$ cat config.mk
export PLATFORM = sky130hd
export DESIGN_NAME = serial_comparator
export DESIGN_NICKNAME = d
export VERILOG_FILES = /design/src/rtl/serial_comparator.sv
export SDC_FILE = /design/constraint.sdc
export NUM_CORES = 1
export LEC_CHECK = 0
export BUFFER_PORTS_ARGS = -buffer_cell sky130_fd_sc_hd__clkbuf_2
export CORE_AREA = 2 2 39 41
export DETAILED_ROUTE_END_ITERATION = 6
export DIE_AREA = 0 0 41 43
export REMOVE_ABC_BUFFERS = 1
export SLEW_MARGIN = 20
export SYNTH_ARGS = -nofsm -noshare
export SYNTH_HDL_FRONTEND = slang
export SYNTH_SLANG_ARGS = --single-unit
$ cat constraint.sdc
create_clock -name clk -period 1.4 [get_ports clk]
set_input_delay 0.21 -clock clk [delete_from_list [all_inputs] [get_ports clk]]
set_output_delay 0.21 -clock clk [all_outputs]
set_load 0.03 [all_outputs]
$ cat src/rtl/serial_comparator.sv
// Bit-serial unsigned magnitude comparator: one p/q bit pair per valid cycle,
// result (EQL/LTR) registered and flagged by a one-cycle done pulse.
module serial_comparator #(
  parameter int W         = 4,
  parameter bit MSB_FIRST = 1'b1
) (
  input  logic clk,
  input  logic reset,
  input  logic start,
  input  logic bit_valid,
  input  logic p_bit,
  input  logic q_bit,
  output logic busy,
  output logic done,
  output logic EQL,
  output logic LTR
);

  localparam int CW = (W > 1) ? $clog2(W) : 1;
  localparam logic [CW-1:0] LAST = CW'(W - 1);

  typedef enum logic [1:0] {
    IDLE  = 2'd0,
    SHIFT = 2'd1,
    DONE  = 2'd2
  } state_t;

  state_t        state_q, state_d;
  logic [CW-1:0] cnt_q, cnt_d;
  logic          eq_q, eq_d;
  logic          lt_q, lt_d;
  logic          busy_q, busy_d;
  logic          done_q, done_d;
  logic          eql_q, eql_d;
  logic          ltr_q, ltr_d;
  logic          differ;

  assign differ = p_bit ^ q_bit;

  always_comb begin
    state_d = state_q;
    cnt_d   = cnt_q;
    eq_d    = eq_q;
    lt_d    = lt_q;
    done_d  = 1'b0;
    eql_d   = eql_q;
    ltr_d   = ltr_q;
    case (state_q)
      IDLE: begin
        if (start) begin
          cnt_d   = '0;
          eq_d    = 1'b1;
          lt_d    = 1'b0;
          state_d = SHIFT;
        end
      end
      SHIFT: begin
        if (bit_valid) begin
          // MSB-first: first difference decides. LSB-first: last difference
          // seen is the most significant one, so it overwrites.
          if (differ && (eq_q || !MSB_FIRST)) begin
            eq_d = 1'b0;
            lt_d = q_bit;
          end
          if (cnt_q == LAST) begin
            state_d = DONE;
            done_d  = 1'b1;
            eql_d   = eq_d;
            ltr_d   = lt_d;
          end else begin
            cnt_d = cnt_q + 1'b1;
          end
        end
      end
      DONE:    state_d = IDLE;
      default: state_d = IDLE;
    endcase
    busy_d = (state_d != IDLE);
  end

  always_ff @(posedge clk or posedge reset) begin
    if (reset) begin
      state_q <= IDLE;
      cnt_q   <= '0;
      eq_q    <= 1'b1;
      lt_q    <= 1'b0;
      busy_q  <= 1'b0;
      done_q  <= 1'b0;
      eql_q   <= 1'b0;
      ltr_q   <= 1'b0;
    end else begin
      state_q <= state_d;
      cnt_q   <= cnt_d;
      eq_q    <= eq_d;
      lt_q    <= lt_d;
      busy_q  <= busy_d;
      done_q  <= done_d;
      eql_q   <= eql_d;
      ltr_q   <= ltr_d;
    end
  end

  assign busy = busy_q;
  assign done = done_q;
  assign EQL  = eql_q;
  assign LTR  = ltr_q;

endmodule

==> results.md <==
- CP max stage cell: dfrtp_1
- Cts repair resizes: 0
- Syn Std Cell Area: 463 um2
- WP buf/inv: 0
- Crit path capture type: flip-flop
- Crit Path Max Fanout: 2
- Synth Area per Inst: 10.3 um2
- DRT Pass-1 Iters: 3
- Seq/Total Area, Yosys: 54.3%
- Antenna Cells: 0
- Dpl hpwl: 607 um
- Vias in the first global route: 342
- Fin nets: around 70
- #FFs+latches synth: 10
- Via count: 357
- Max Cap Viol: 0
- Ports: 10
- CTS tree: done
- Rel. slew slack: roughly 74%
- Hold Crit Start: bit_valid
- Hold endpoint: state_q[0]
- Leading area contributor after synthesis: dfrtp_1
- Die area: 1760 um2
- Worst IR Drop VDD: 0.658 mV
- Clock Skews: 0.938 ps
- Grt ovf: 0
- Vias per std cell: 4.70
- Layout cells sized above 1: 28.3%
- Drt total wl: about 800 um
- Clk pin slew, worst setup/hold paths: 70 ps
- Mapped Cells: 45
- Total clock sinks: 10
- # H-tree levels: 1
- Post-synth EDFFs: 0
- CP Cell Sequence: ha_1 -> nand2b_1 -> mux2_4 -> a22o_1
- Row Count: 14
- Setup TNS: 0 ps
- Worst r2r dst: cnt_q[0]
- Die Y: about 43 um
- Worst Setup SP: cnt_q[0]
- Top cell type's share of synthesized area: 48.6%
- Hold slack final: 205 ps
- Postcts setup bufs: 0
- Starting Density: 33.5%
- R2R Setup Slk: 50 ps
- # fillers: 144
- Top delay family on crit path: flip-flops
- Placer congestion estimate: approximately 0.76
- Yosys cell types: 21
- Power Density: 2030 nW/um2
- First-pass GRT wire length: 1370 um
- Fin crit period: 1350 ps
- Final hold vios: 0
- Die X: 41 um
- Final Setup Violations: 0
- Type of the worst min-delay path: input pin to flip-flop
- CTS root buf: clkbuf_4
- Clock buffer depth: 2
- CP required: around 1600 ps
- Fmax: approximately 740 MHz
- Synth warn: 0
- Final max-slew violation count: 0
- Status: finished clean
- Area contributors post-synth: dfrtp_1 49%, dfstp_2 5.7%, inv_1 4.9%
- Setup CP Type: flip-flop to flip-flop
- Asr flop ratio synth: 100%
- Top post-synthesis cells by count: 9 x dfrtp_1, 6 x inv_1, 5 x nand2_1
- Port bufs: 9
- Worst Hold Depth: 2
- Crit share post-route: 96.6%
- Antenna violations before repair: 0
- FF-to-FF path depth: 4
- Count leader, synth: dfrtp_1
- Largest net degree at the start of global routing: 11
- Critical path's largest stage delay: 390 ps
- Worst-Skew Late Latency: ~260 ps
- Reg2reg start: cnt_q[0]
- Post-CTS Hold Fix Bufs: 1
- Core area: 1380 um2
- Data arrival, critical path: 1510 ps
- ANT nets after route: 0
- Worst setup SP type: flip-flop
- RSZ-0062 raised after global routing: false
- CTS Buf Count: 3
- Gr usage total: 11.7%
- Leak pwr: 0.300 nW
- Drt drc: 0
- Synth Flop Type: dfrtp_1
- Initial DRC count: 7
- DR WL/cell: roughly 11 um
- Worst-Margin Slew: ~400 ps
- Layout area overhead: 25.7%
metal layers:
layer / GRT usage [%] / routed length (um)
met1: 16.5 / 409
met2: 15.0 / 351
met3: 4.71 / 41
met4: 6.00 / 0
met5: 0 / 0
flip-flops by register name (all words and copies together), names as in the netlist:
signal,count
cnt_q,2
state_q,2
EQL,1
LTR,1
busy,1
done,1
eq_q,1
lt_q,1
worst reg2reg max path: cells and delay by family, from the launching register on:
family | cells | cell delay (ps)
AND/OR/NAND/NOR | 1 | 170
flip-flops | 1 | 390
AO/OA/AOI/OAI | 1 | 180
adder cells (fa/ha/maj) | 1 | 210
multiplexers | 1 | 300
stage by stage:
stage / total power [mW] / instance area, um2 / util (%) / cells / setup slack, ps
finish: 1.18 / 582 / 42.0 / 76 / 48.1
global route: 1.28 / 582 / 42.0 / 76 / 1.21
CTS: 1.19 / 582 / 42.0 / 76 / 45.0
detailed placement: 0.928 / 536 / 38.7 / 71 / 68.4
global placement: 0.918 / 536 / 38.7 / 71 / 82.5
floorplan: 0.792 / 455 / - / 44 / 40.5
power by group:
group,total [mW],internal [mW],switching [mW]
registers,0.484,0.402,0.0817
logic,0.437,0.204,0.232
clock network,0.261,0.158,0.103
cells by family (layout without fill, tap and decap cells):
group / after synthesis / in the layout / synth area share, %
buffers and inverters: 7 / 22 / 6.49
and+or+nand+nor: 12 / 12 / 13.2
adders and majority gates: 1 / 1 / 2.70
muxes: 1 / 1 / 3.24
xor gates and xnor gates: 1 / 1 / 1.89
AOI/OAI and AO/OA: 13 / 13 / 18.1
DFF: 10 / 10 / 54.3
cell usage in the layout, fill, tap and decap left out, drive strengths merged, types with 2 or more instances in the layout:
cell    count
clkbuf     13
o21bai      2
nand2       5
inv         6
dfrtp       9
nor2b       2
nand2b      2
o31ai       2
a21oi       3
o21ai       2
buf         2
worst max-delay path by stage:
stage                     slack, ps        to  cells past startpoint
final                            50  cnt_q[0]                      4
after global routing              1  cnt_q[0]                      4
after detailed placement         70  cnt_q[0]                      4
after CTS                        40  cnt_q[0]                      4
after floorplan                  40  cnt_q[0]                      4
after global placement           80  cnt_q[0]                      4
area by class of cell:
class,instances,area [um2],share of cell area (%)
sequential,10,251,43.2
multi-input combinational,28,181,31.2
timing repair buffer,12,70.1,12.0
clock buffer,4,36.3,6.24
inverter,6,22.5,3.87
tap,16,20.0,3.44
Power figures use the tool's default switching activity.
